===== src/rtl/mdio_peripheral_if.sv =====
// MDIO serial pins plus the 32x16 register-file port of the management slave.
// The slave modport is the peripheral's view; master is the controller/memory side.
interface mdio_peripheral_if;
    logic        mdc;
    logic        mdio_out;
    logic        mdio_oe;
    logic        mdio_in;
    logic        mdio_in_oe;
    logic [4:0]  mem_addr;
    logic [15:0] mem_wr_data;
    logic        mem_wr_stb;
    logic        mem_rd_stb;
    logic [15:0] mem_rd_data;
    logic        busy;

    modport slave (
        input  mdc, mdio_out, mdio_oe, mem_rd_data,
        output mdio_in, mdio_in_oe, mem_addr, mem_wr_data, mem_wr_stb, mem_rd_stb, busy
    );

    modport master (
        output mdc, mdio_out, mdio_oe, mem_rd_data,
        input  mdio_in, mdio_in_oe, mem_addr, mem_wr_data, mem_wr_stb, mem_rd_stb, busy
    );
endinterface


===== src/rtl/mdio_peripheral.sv =====
// Clause-22 MDIO slave: decodes frames sampled on mdc rises into register-file strobes.
// Latency: outputs update one clk after each detected mdc rise; no backpressure, the bus is paced by mdc.
module mdio_peripheral #(
    parameter logic [4:0] PHY_ADDR = 5'd1
) (
    input  logic             clk,
    input  logic             reset,
    mdio_peripheral_if.slave bus
);
    typedef enum logic [2:0] {IDLE, ST1, HDR, TA_W, WDATA, TA_R, RDATA, SKIP} state_t;

    state_t      state, state_d;
    logic        mdc_q;
    logic        rise;
    logic [4:0]  cnt, cnt_d;
    logic [10:0] hdr_sh, hdr_d;
    logic [11:0] hdr_new;
    logic [15:0] dat_sh, dat_sh_d;
    logic [15:0] wdat_new;
    logic [4:0]  addr_q, addr_d;
    logic [15:0] wdat_q, wdat_d;
    logic        wr_stb_q, wr_stb_d;
    logic        rd_stb_q, rd_stb_d;
    logic        din_q, din_d;
    logic        din_oe_q, din_oe_d;
    logic        busy_q;

    assign rise = bus.mdc & ~mdc_q;

    always_ff @(posedge clk or posedge reset) begin
        if (reset) begin
            state    <= IDLE;
            mdc_q    <= 1'b0;
            cnt      <= '0;
            hdr_sh   <= '0;
            dat_sh   <= '0;
            addr_q   <= '0;
            wdat_q   <= '0;
            wr_stb_q <= 1'b0;
            rd_stb_q <= 1'b0;
            din_q    <= 1'b0;
            din_oe_q <= 1'b0;
            busy_q   <= 1'b0;
        end else begin
            state    <= state_d;
            mdc_q    <= bus.mdc;
            cnt      <= cnt_d;
            hdr_sh   <= hdr_d;
            dat_sh   <= dat_sh_d;
            addr_q   <= addr_d;
            wdat_q   <= wdat_d;
            wr_stb_q <= wr_stb_d;
            rd_stb_q <= rd_stb_d;
            din_q    <= din_d;
            din_oe_q <= din_oe_d;
            busy_q   <= (state_d != IDLE);
        end
    end

    always_comb begin
        state_d  = state;
        cnt_d    = cnt;
        hdr_d    = hdr_sh;
        dat_sh_d = dat_sh;
        addr_d   = addr_q;
        wdat_d   = wdat_q;
        wr_stb_d = 1'b0;
        rd_stb_d = 1'b0;
        din_d    = din_q;
        din_oe_d = din_oe_q;
        hdr_new  = {hdr_sh, bus.mdio_out};
        wdat_new = {dat_sh[14:0], bus.mdio_out};

        if (rise) begin
            case (state)
                IDLE: begin
                    if (bus.mdio_oe && !bus.mdio_out) state_d = ST1;
                end
                ST1: begin
                    if (bus.mdio_oe && bus.mdio_out) begin
                        state_d = HDR;
                        cnt_d   = '0;
                    end else begin
                        state_d = IDLE;
                    end
                end
                HDR: begin
                    if (!bus.mdio_oe) begin
                        state_d = IDLE;
                    end else begin
                        hdr_d = hdr_new[10:0];
                        cnt_d = cnt + 5'd1;
                        // hdr_new = {OP[1:0], PHYAD[4:0], REGAD[4:0]} on the last header bit
                        if (cnt == 5'd11) begin
                            if (hdr_new[9:5] != PHY_ADDR || hdr_new[11:10] == 2'b00
                                || hdr_new[11:10] == 2'b11) begin
                                state_d = SKIP;
                                cnt_d   = 5'd18;
                            end else begin
                                addr_d  = hdr_new[4:0];
                                cnt_d   = '0;
                                state_d = (hdr_new[11:10] == 2'b01) ? TA_W : TA_R;
                            end
                        end
                    end
                end
                TA_W: begin
                    if (!bus.mdio_oe) begin
                        state_d = IDLE;
                    end else if (cnt == 5'd1) begin
                        state_d = WDATA;
                        cnt_d   = '0;
                    end else begin
                        cnt_d = cnt + 5'd1;
                    end
                end
                WDATA: begin
                    if (!bus.mdio_oe) begin
                        state_d = IDLE;
                    end else begin
                        // shift privately so an aborted frame leaves mem_wr_data untouched
                        dat_sh_d = wdat_new;
                        cnt_d    = cnt + 5'd1;
                        if (cnt == 5'd15) begin
                            wdat_d   = wdat_new;
                            wr_stb_d = 1'b1;
                            state_d  = IDLE;
                        end
                    end
                end
                TA_R: begin
                    if (cnt == 5'd0) begin
                        dat_sh_d = bus.mem_rd_data;
                        rd_stb_d = 1'b1;
                        din_oe_d = 1'b1;
                        din_d    = 1'b0;
                        cnt_d    = 5'd1;
                    end else begin
                        din_d    = dat_sh[15];
                        dat_sh_d = {dat_sh[14:0], 1'b0};
                        cnt_d    = '0;
                        state_d  = RDATA;
                    end
                end
                RDATA: begin
                    if (cnt == 5'd15) begin
                        din_oe_d = 1'b0;
                        din_d    = 1'b0;
                        state_d  = IDLE;
                    end else begin
                        din_d    = dat_sh[15];
                        dat_sh_d = {dat_sh[14:0], 1'b0};
                        cnt_d    = cnt + 5'd1;
                    end
                end
                SKIP: begin
                    cnt_d = cnt - 5'd1;
                    if (cnt == 5'd1) state_d = IDLE;
                end
                default: state_d = IDLE;
            endcase
        end
    end

    assign bus.mdio_in     = din_q;
    assign bus.mdio_in_oe  = din_oe_q;
    assign bus.mem_addr    = addr_q;
    assign bus.mem_wr_data = wdat_q;
    assign bus.mem_wr_stb  = wr_stb_q;
    assign bus.mem_rd_stb  = rd_stb_q;
    assign bus.busy        = busy_q;
endmodule


===== src/flat_wrapper.sv =====
// flat-port wrapper written by rule: the top's interface ports become plain ports
module mdio_peripheral_flat 
#(
    parameter logic [4:0] PHY_ADDR = 5'd1
)
  (clk, reset, bus_mdc, bus_mdio_out, bus_mdio_oe, bus_mem_rd_data, bus_mdio_in, bus_mdio_in_oe, bus_mem_addr, bus_mem_wr_data, bus_mem_wr_stb, bus_mem_rd_stb, bus_busy);
  mdio_peripheral_if bus_i ();
  input  logic clk;
  input  logic reset;
  input wire logic [$bits(bus_i.mdc)-1:0] bus_mdc;
  input wire logic [$bits(bus_i.mdio_out)-1:0] bus_mdio_out;
  input wire logic [$bits(bus_i.mdio_oe)-1:0] bus_mdio_oe;
  input wire logic [$bits(bus_i.mem_rd_data)-1:0] bus_mem_rd_data;
  output wire logic [$bits(bus_i.mdio_in)-1:0] bus_mdio_in;
  output wire logic [$bits(bus_i.mdio_in_oe)-1:0] bus_mdio_in_oe;
  output wire logic [$bits(bus_i.mem_addr)-1:0] bus_mem_addr;
  output wire logic [$bits(bus_i.mem_wr_data)-1:0] bus_mem_wr_data;
  output wire logic [$bits(bus_i.mem_wr_stb)-1:0] bus_mem_wr_stb;
  output wire logic [$bits(bus_i.mem_rd_stb)-1:0] bus_mem_rd_stb;
  output wire logic [$bits(bus_i.busy)-1:0] bus_busy;
  assign bus_i.mdc = bus_mdc;
  assign bus_i.mdio_out = bus_mdio_out;
  assign bus_i.mdio_oe = bus_mdio_oe;
  assign bus_i.mem_rd_data = bus_mem_rd_data;
  assign bus_mdio_in = bus_i.mdio_in;
  assign bus_mdio_in_oe = bus_i.mdio_in_oe;
  assign bus_mem_addr = bus_i.mem_addr;
  assign bus_mem_wr_data = bus_i.mem_wr_data;
  assign bus_mem_wr_stb = bus_i.mem_wr_stb;
  assign bus_mem_rd_stb = bus_i.mem_rd_stb;
  assign bus_busy = bus_i.busy;
  mdio_peripheral #(.PHY_ADDR(PHY_ADDR)) u_core (.clk(clk), .reset(reset), .bus(bus_i));
endmodule

===== config.mk =====
export PLATFORM = sky130hd
export DESIGN_NAME = mdio_peripheral_flat
export DESIGN_NICKNAME = d
export VERILOG_FILES = /design/src/rtl/mdio_peripheral_if.sv /design/src/rtl/mdio_peripheral.sv /design/src/flat_wrapper.sv
export SDC_FILE = /design/constraint.sdc
export NUM_CORES = 1
export LEC_CHECK = 0
export CORE_MARGIN = 5
export CORE_UTILIZATION = 58
export DETAILED_ROUTE_END_ITERATION = 7
export PLACE_DENSITY = 0.82
export SLEW_MARGIN = 20
export SYNTH_ARGS = -nofsm -noshare
export SYNTH_HDL_FRONTEND = slang
export SYNTH_SLANG_ARGS = --single-unit
export TNS_END_PERCENT = 20

===== constraint.sdc =====
create_clock -name clk -period 3.81 [get_ports clk]
set_clock_uncertainty 0.15 [all_clocks]
set_input_delay 0.762 -clock clk [delete_from_list [all_inputs] [get_ports clk]]
set_output_delay 0.762 -clock clk [all_outputs]
set_load 0.01 [all_outputs]

==> flow_metrics.py <==
metrics = {
    "synth": {
        "yosysSeqAreaShare_pct": 48.4,
        "yosysTopAreaCellShare_pct": 48.4,
        "yosysWarnings": 0,
        "async_reset_ff_share_pct": 100,
        "synth_area_um2": 3200,
        "synth_top_area_cell": "dfrtp_1",
        "syn-num-nets": 313,
        "synth_edf_count": 0,
        "synth.distinct_cells": 53,
        "ys_ff_latch": 62,
        "avgSynthCellArea_um2": 11.2,
        "synthCells": 287,
        "ys_dominant_reg_cell": "dfrtp_1",
        "netlist_top_cells_area": "dfrtp_1 48%, mux2_2 9.5%, mux2i_1 5.3%",
    },
    "final_layout": {
        "num-nets-final": 359,
        "fillers": 384,
        "mostFrequentLayoutCells": "62 x dfrtp_1, 46 x clkdlybuf4s50_1, 27 x mux2_2",
        "layout_commonest_cell": "dfrtp_1",
        "drive_above_1_share_pct": 17.5,
        "stdcell_count": 409,
        "syn_to_final_growth_pct": 22.0,
        "num_antenna_cells": 0,
    },
    "sta": {
        "slew_viol_final": 0,
        "finalCritPeriodShare_pct": 74.0,
        "timing.fmax_mhz": 355,
        "worst_pin_slew_ns": 0.919,
        "hold_violations": 0,
        "max_slew_margin_pct": 37.9,
        "rsz0062_at_grt": "no",
        "period_needed_ns": 2.82,
        "setup_tns_ns": 0,
        "finalSetupViolCount": 0,
    },
    "detailed_routing": {
        "drc": 0,
        "initialDrtViolationCount": 191,
        "drt-pass1-iter-count": 4,
        "via_per_inst": 5.88,
        "drt-wirelength-per-cell_um": 16.9,
        "vias": 2405,
        "ant_nets": 0,
        "wl_um": 6920,
    },
    "critical_path": {
        "r2r-end": "u_core.cnt[3]$_DFFE_PP0P_",
        "end_kind": "flop",
        "reg2regPathDepth": 8,
        "regToRegSetupSlack_ns": 1.08,
        "r2r_start": "u_core.cnt[0]$_DFFE_PP0P_",
        "worstPathArrival_ns": 2.90,
        "worst-path-max-fanout": 7,
        "required_ns": 3.89,
        "start_kind": "primary input",
        "worstSetupPathType": "in -> reg",
    },
    "global_routing": {
        "overflow": 0,
        "grt_pass1_vias": 2352,
        "grt_pass1_wl_um": 11700,
        "grt_usage_pct": 20.3,
        "antenna_found_initial": 0,
        "grt_max_degree": 63,
    },
    "floorplanning": {
        "fp-row-count": 27,
        "die-area_um2": 7110,
        "ios": 47,
        "dieHeight_um": 84.3,
        "core_um2": 5440,
        "initial_utilization_pct": 58.9,
        "die_w_um": 84.3,
    },
    "job": {
        "maxCapViolCount": 0,
    },
    "hold_path": {
        "whs_path_depth": 1,
        "holdCritStartpoint": "u_core.bus.mem_wr_data[8]$_DFFE_PP0P_",
        "min_to": "u_core.bus.mem_wr_data[8]$_DFFE_PP0P_",
        "hold_path.class": "reg -> reg",
    },
    "clock_tree": {
        "hold_buffers": 0,
        "cts_buffers": 9,
        "post_cts_resized": 0,
        "path_clk_slew_ns": 0.07,
        "clockRootBuffer": "clkbuf_8",
        "cts_tree": "built",
        "clock_sinks": 62,
        "clock_latency_ns": 0.34,
        "clockBufferDepth": 2,
        "htreeDepth": 3,
        "cts_setup_buffers": 0,
    },
    "power": {
        "power_density_nw_per_um2": 541,
        "power.leakage_nw": 1.68,
        "vdd_drop_max_uv": 374,
    },
    "place": {
        "dp_hpwl_um": 4720,
        "gp_congestion": 0.869,
        "dp.cells": 394,
        "port_buffers": 46,
    },
    "outcome": {
        "outcome": "finished, final reports clean",
    },
}
==> area by class of cell <==
class / instances / area, um2 / share of cell area [%]
repair buffers: 53 / 513 / 13.1
multi-input cells: 201 / 1530 / 39.1
flip-flops and latches: 62 / 1550 / 39.7
clock buffers: 11 / 131 / 3.36
well taps: 72 / 90.1 / 2.30
clock inverters: 4 / 72.6 / 1.86
inverters: 6 / 22.5 / 0.576
==> how the worst max path moves through the flow <==
stage	startpoint	end	slack (ns)	depth (start not counted)
floorplan	reset	u_core.bus.busy$_DFF_PP0_	1.36	1
global placement	bus_mdio_oe	u_core.bus.mem_addr[4]$_DFFE_PP0P_	0.74	5
detailed placement	bus_mdio_oe	u_core.bus.mem_addr[3]$_DFFE_PP0P_	0.66	5
CTS	u_core.cnt[0]$_DFFE_PP0P_	u_core.cnt[3]$_DFFE_PP0P_	0.92	8
global route	u_core.cnt[0]$_DFFE_PP0P_	u_core.cnt[3]$_DFFE_PP0P_	0.92	8
finish	bus_mdio_oe	u_core.bus.mem_addr[0]$_DFFE_PP0P_	0.99	5
==> flip-flops by register name (all words and copies together) (netlist names) <==
register	flops
u_core.bus.mem_rd_stb	1
u_core.bus.mem_wr_data	16
u_core.bus.mdio_in_oe	1
u_core.cnt	5
u_core.mdc_q	1
u_core.bus.mem_addr	5
u_core.bus.mem_wr_stb	1
u_core.hdr_sh	11
u_core.bus.mdio_in	1
u_core.dat_sh	16
u_core.state	3
u_core.bus.busy	1
==> report_power, final <==
group	internal, W	leakage [nW]	total, W	switching (W)
logic	0.000285	0.744	0.000576	0.000291
clock network	0.000364	0.0994	0.000612	0.000248
registers	0.000771	0.835	0.000928	0.000157
total	0.00142	1.68	0.00212	0.000696
==> cells in the mapped netlist (all sizes together), types with 3 or more instances <==
| master | number |
|---|---|
| mux2 | 32 |
| nor3 | 7 |
| nand2 | 14 |
| clkbuf | 8 |
| a21oi | 21 |
| nor3b | 3 |
| nand2b | 6 |
| dfrtp | 62 |
| nor2 | 23 |
| nand3 | 5 |
| nor2b | 6 |
| buf | 10 |
| a31oi | 4 |
| and3 | 3 |
| or4b | 4 |
| ha | 5 |
| nand4bb | 3 |
| o21ai | 12 |
| a211oi | 3 |
| inv | 6 |
| o21a | 3 |
| mux2i | 17 |
==> through the flow <==
step	setup WS (ns)	total power, W	area, um2	hold slack (ns)	utilization [%]
floorplan	1.36	0.00136	3200	0.339	-
global placement	0.737	0.00148	3700	0.339	68.1
detailed placement	0.664	0.00151	3700	0.345	68.1
CTS	0.920	0.00212	3910	0.359	71.9
global route	0.920	0.00225	3910	0.373	71.9
finish	0.990	0.00212	3910	0.356	71.9
==> worst max-delay path, stage by stage <==
cell	delay [ns]
clkdlybuf4s50_1	0.65
nand4bb_4	0.16
or2_1	0.25
or4b_1	0.71
mux2_4	0.36
==> cells by family after synthesis <==
kind of cell	synth area share [%]
AND/OR/NAND/NOR	15.6
AO/OA/AOI/OAI	12.4
flip-flops	48.4
XOR/XNOR	0.547
buffers and inverters	3.87
adder cells (fa/ha/maj)	1.95
multiplexers	17.1
==> layer usage <==
layer  track usage [%]  vias up  routed length, um
met5                 0        -                  0
met4              5.41        0                 95
met3              6.58       10                301
met2              31.3       56               3440
met1              27.8     1192               3080
li1                  -     1147                  -
Note: power is estimated with default switching activity, not from simulation.
==> edit 1, RTL diff (config.mk and constraints unchanged) <==
One comparison of `cnt` changes from == to >=.
--- a/src/rtl/mdio_peripheral.sv
+++ b/src/rtl/mdio_peripheral.sv
@@ -143,7 +143,7 @@
                     end
                 end
                 RDATA: begin
-                    if (cnt == 5'd15) begin
+                    if (cnt >= 5'd15) begin
                         din_oe_d = 1'b0;
                         din_d    = 1'b0;
                         state_d  = IDLE;
Function: same outputs for any inputs over 10 cycles, from zero or initial values and one cycle with reset high; that may be too few to reach the edited logic, so the function may still have changed.
==> edit 1 against the unedited design <==
  * Core utilization up 2.2 points
  * Worst setup slack better by 0.11 ns
  * Power down 19%
  * Cell count up 2.0%
  * Count of clock-buffer cells in the layout down 1
  * Design area down 1.3%
  * Sequential cell count unchanged
  * Wire length down 5.4%
  * Synthesized area down 1.4%
  * Largest cell class unchanged
==> edit 1: results (changes against the unedited design) <==
Parameter                              Value

Clock tree
  Number of H-tree levels    3 (unchanged)
  Number of CTS-inserted buffers    9 (unchanged)
  Root buf cell    clkbuf_8
  Deepest clock path buffer count    2 (unchanged)
  Cts repair resizes    0 (unchanged)
  Clock Pin Slew Worst Setup and Hold Paths    roughly 0.08 ns

GRT
  Initial antenna violation count    0 (unchanged)
  Total Routing Usage GR    19.3% (-1.1 points)
  Pin count of the biggest net entering global routing    48 (-24%)
  Vias in the first global route    2303 (-2.1%)
  Global-route wire length before repair    11000 um (-5.9%)

Synth
  Top post-synthesis cells by count    dfrtp_1, nand2_1, mux2_1
  Number of distinct library cells after synthesis    54 (+1.9%)
  Most frequent cell after synthesis    dfrtp_1
  Synth top area cells    dfrtp_1, mux2_1, mux2i_1
  Post-synthesis net count    324 (+3.5%)
  Count of warnings emitted by yosys    0 (unchanged)
  Asr flop ratio synth    100% (unchanged)
  Fraction of the yosys area taken by sequential cells    49.1% (+0.71 points)

Setup path
  Kind of launch point of the worst setup path    flip-flop
  Worst reg2reg path startpoint    u_core.state[1]
  Longest individual stage delay on the worst path    slightly above 0.7 ns
  Cell with the largest stage delay on the worst path    dfrtp_1
  Critical-path maximum fanout    21 (+14)
  Worst Path Arrival    2.77 ns (-0.13 ns)

Routing
  Via total after detailed routing    2432 (+1.1%)
  Initial DRC Count    225 (+18%)
  Number of detailed-route iterations in the first pass    5 (+1)
  Final routed wirelength across all metal layers    6540 um (-5.4%)

Min path
  Start point of the worst min-delay path    u_core.bus.mem_wr_data[2]

Placement
  Half-perimeter wire length after detailed placement    4610 um (-2.2%)
  Buffers on Ports    46 (unchanged)
  Weighted congestion reported at the end of routability-driven placement    0.925 (+6.5%)

Timing
  Worst slew slack as a fraction of its limit    38.3% (+0.48 points)

Outcome
  Result of the run    completed

Finish
  Inserted Diodes    0 (unchanged)
  Number of fillers in the final layout    374 (-2.6%)
  Final Net Count    368 (+2.5%)
  Share of cells above drive strength 1    9.80% (-7.7 points)

Power and ir drop
  Static power due to leakage    1.69 nW (+0.45%)
  Worst VDD drop    0.371 mV (-0.76%)
-- edit 1: path summary, 6_finish.rpt --
path / end / slack [ns] / depth (start not counted)
setup / recovery: u_core.bus.mem_addr[2] / 1.10 / 4
hold / removal: u_core.bus.mem_wr_data[2] / 0.34 / 1
setup reg to reg: u_core.bus.mem_addr[2] / 1.10 / 4
hold reg to reg: u_core.bus.mem_wr_data[2] / 0.34 / 1
max in group asynchronous: u_core.cnt[0] / 2.07 / 3
min in group asynchronous: u_core.bus.mem_wr_data[3] / 0.54 / 2
-- edit 1: layout make-up --
type | count | area share (%)
sequential | 62 | 40.2
clock buffer | 10 | 3.57
tap | 70 | 2.27
inverter | 7 | 0.681
timing repair buffer | 49 | 12.5
multi-input combinational | 213 | 39.0
clock inverter | 6 | 1.75
-- edit 1: power breakdown --
| group | total (W) | switching (W) | internal (W) |
|---|---|---|---|
| registers | 0.000782 | 0.0000777 | 0.000704 |
| clock network | 0.000592 | 0.000269 | 0.000323 |
| logic | 0.000330 | 0.000186 | 0.000144 |
-- edit 1: worst max-delay path, delay by kind of cell, from the launching register on --
family / cells / cell delay (ns)
AND/OR/NAND/NOR: 3 / 1.36
multiplexers: 1 / 0.35
flip-flops: 1 / 0.72
-- edit 1: cells by family (layout without fill, tap and decap cells) --
family | after synthesis | in the layout | synth area share, %
buffers and inverters | 23 | 72 | 3.25
AO/OA/AOI/OAI | 67 | 67 | 13.2
multiplexers | 46 | 46 | 15.8
adder cells (fa/ha/maj) | 5 | 5 | 1.98
AND/OR/NAND/NOR | 94 | 94 | 16.3
XOR/XNOR | 1 | 1 | 0.277
flip-flops | 62 | 62 | 49.1
-- edit 1: per-layer routing --
layer | part of all wire (%) | vias to the layer above | global-route usage, %
li1 | - | 1169 | -
met1 | 46 | 1176 | 26.2
met2 | 47 | 78 | 30.4
met3 | 5.3 | 9 | 4.64
met4 | 1.2 | 0 | 6.29
met5 | 0 | - | 0
-- edit 1: stage by stage --
stage	worst slack (ns)	instance area, um^2	util, %	hold slack, ns	instances
detailed placement	0.809	3650	70.1	0.324	401
CTS	1.12	3860	74.1	0.341	417
finish	1.10	3860	74.1	0.339	417
floorplan	1.36	3160	-	0.306	298
global route	0.950	3860	74.1	0.357	417
global placement	0.879	3650	70.1	0.316	401
==> edit 2, RTL diff (same settings) <==
Without the edit above. Encoding of `state_t`: now one-hot (8 bits for 8 states).
--- a/src/rtl/mdio_peripheral.sv
+++ b/src/rtl/mdio_peripheral.sv
@@ -7,7 +7,7 @@
     input  logic             reset,
     mdio_peripheral_if.slave bus
 );
-    typedef enum logic [2:0] {IDLE, ST1, HDR, TA_W, WDATA, TA_R, RDATA, SKIP} state_t;
+    typedef enum logic [7:0] {IDLE = 8'b00000001, ST1 = 8'b00000010, HDR = 8'b00000100, TA_W = 8'b00001000, WDATA = 8'b00010000, TA_R = 8'b00100000, RDATA = 8'b01000000, SKIP = 8'b10000000} state_t;
 
     state_t      state, state_d;
     logic        mdc_q;
Function: same outputs for any inputs over 10 cycles, from zero or initial values and one cycle with reset high; not proved beyond that.
==> edit 2 against the unedited design <==
  * Power grew 5.0%
  * Design area is 8.8% higher
  * Critical path depth decreased by 1
  * Count of clock-buffer cells in the layout decreased by 1
  * Worst setup slack better by 0.0016 ns
  * Sequential cell count is 5 higher
  * Register-to-register slack got worse by 0.09 ns
  * Synthesized area increased by 9.7%
  * Wire length increased by 16%
  * Critical endpoint is now u_core.bus.mem_addr[2]
==> edit 2: results (changes against the unedited design) <==
Parameter                              Value

Outcome
  Result of the run    completed

Synth
  Fraction of the yosys area taken by sequential cells    47.8% (-0.68 points)
  Asr flop ratio synth    100% (unchanged)
  Synth top area cells    dfrtp_1, nand2_1, mux2_4
  Count of warnings emitted by yosys    0 (unchanged)
  Post-synthesis net count    380 (+21%)
  Number of synthesized flops with an enable pin    0 (unchanged)
  Number of distinct library cells after synthesis    61 (+15%)
  Top post-synthesis cells by count    dfrtp_1, nand2_1, a21oi_1, nor2_1, mux2i_1

Placement
  Weighted congestion reported at the end of routability-driven placement    0.954 (+9.8%)
  Half-perimeter wire length after detailed placement    5690 um (+21%)
  Buffers on Ports    46 (unchanged)

Power and ir drop
  Cell internal pwr    0.00145 W (+2.3%)
  Static power due to leakage    2.00 nW (+19%)
  Worst VDD drop    0.354 mV (-5.3%)

Min path
  Class of the worst hold path    flip-flop to flip-flop
  Terminating pin of the worst hold path    u_core.bus.mem_wr_data[7]
  Cell depth of the worst min-delay path    2 (+1)
  Start point of the worst min-delay path    u_core.bus.mem_wr_data[7]

Routing
  Final routed wirelength across all metal layers    8040 um (+16%)
  Number of detailed-route iterations in the first pass    4 (unchanged)
  Initial DRC Count    268 (+40%)
  Via total after detailed routing    2822 (+17%)

Clock tree
  Clock latency on the worst-skew pair    ~0.35 ns
  Post-CTS repair timing setup buffer count    0 (unchanged)
  Number of CTS-inserted buffers    9 (unchanged)
  Number of H-tree levels    3 (unchanged)
  Root buf cell    clkbuf_8
  Clock Pin Slew Worst Setup and Hold Paths    roughly 0.08 ns
  Deepest clock path buffer count    2 (unchanged)

GRT
  Global-route wire length before repair    13700 um (+17%)
  Pin count of the biggest net entering global routing    35 (-44%)
  Initial antenna violation count    0 (unchanged)
  Total Routing Usage GR    23.0% (+2.7 points)

Setup path
  Cell with the largest stage delay on the worst path    or4_1
  Worst reg2reg path startpoint    u_core.state[4]
  Critical-path maximum fanout    13 (+6)
  Longest individual stage delay on the worst path    0.71 ns (about the same)
  Worst Reg2Reg Path Length in Cells    4 (-4)
  Worst Path Arrival    2.89 ns (about the same)
  Top delay family on crit path    simple AND/OR/NAND/NOR gates
  End of the worst register-to-register path    u_core.bus.mem_addr[2]
  Flop2flop setup slack    0.99 ns (-0.09 ns)

Timing
  Worst slew slack as a fraction of its limit    52.4% (+15 points)
  Hold Vio Cnt, Final    0 (unchanged)

Finish
  Share of cells above drive strength 1    12.8% (-4.7 points)
  Final Net Count    426 (+19%)
  Number of fillers in the final layout    445 (+16%)
  Inserted Diodes    0 (unchanged)
edit 2: cell types whose count changed after synthesis, sizes merged, moves of 5 or more:
cell   delta
a21oi     +5
mux2     -15
or2       +5
nor4      +5
nand2    +42
edit 2: stage by stage:
stage	util, %	instance area (um^2)	setup WS (ns)	hold WS, ns	cells
3_3_place_gp	68.4	4050	0.787	0.307	464
2_1_floorplan	-	3510	1.22	0.311	354
4_1_cts	71.9	4250	1.00	0.339	480
5_1_grt	71.9	4250	0.842	0.365	480
3_5_place_dp	68.4	4050	0.644	0.312	464
6_report	71.9	4250	0.992	0.333	480
edit 2: cells by family after synthesis:
group	count (synthesis)	share of synthesized area, %
AND/OR/NAND/NOR	150	22.3
AO/OA/AOI/OAI	70	13.1
flip-flops	67	47.8
multiplexers	32	10.8
buffers and inverters	26	3.24
adder cells (fa/ha/maj)	5	1.78
XOR/XNOR	4	0.997
edit 2: cell type report:
| type | count | area [um^2] | area share, % |
|---|---|---|---|
| clock buffers | 10 | 138 | 3.24 |
| clock inverters | 6 | 63.8 | 1.50 |
| inverters | 7 | 26.3 | 0.618 |
| multi-input cells | 261 | 1720 | 40.5 |
| flip-flops and latches | 67 | 1680 | 39.4 |
| well taps | 75 | 93.8 | 2.21 |
| repair buffers | 54 | 533 | 12.5 |
edit 2: layer usage:
layer | vias to the layer above | GRT usage (%) | routed length [um] | share of wire (%)
met5 | - | 0 | 0 | 0
met4 | 0 | 9.90 | 199 | 2.5
met3 | 18 | 6.11 | 453 | 5.6
met2 | 81 | 33.8 | 3710 | 46
met1 | 1359 | 32.3 | 3670 | 46
li1 | 1364 | - | - | -
edit 2: power groups by stage:
| stage | Combinational [W] | Sequential, W | Clock [W] |
|---|---|---|---|
| floorplan | 0.000514 | 0.000917 | 0 |
| global placement | 0.000657 | 0.000947 | 0 |
| detailed placement | 0.000669 | 0.000950 | 0 |
| CTS | 0.000674 | 0.000936 | 0.000620 |
| global route | 0.000742 | 0.000954 | 0.000651 |
| finish | 0.000672 | 0.000939 | 0.000610 |
edit 2: worst max path at each step:
stage | from | endpoint | slack [ns] | cells past startpoint
after global routing | bus_mdc | u_core.bus.busy | 0.84 | 7
after detailed placement | bus_mdc | u_core.bus.busy | 0.64 | 7
after CTS | u_core.state[4] | u_core.bus.mem_addr[2] | 1.0 | 4
final | u_core.state[4] | u_core.bus.mem_addr[2] | 0.99 | 4
after global placement | bus_mdc | u_core.bus.busy | 0.79 | 7
after floorplan | reset | u_core.bus.busy | 1.22 | 1
edit 2: worst register-to-register path, stage by stage, from the launching register on:
cell     delay, ns
dfrtp_1       0.54
or4_1         0.71
or4_4         0.71
nor2_4        0.24
mux2_1        0.34
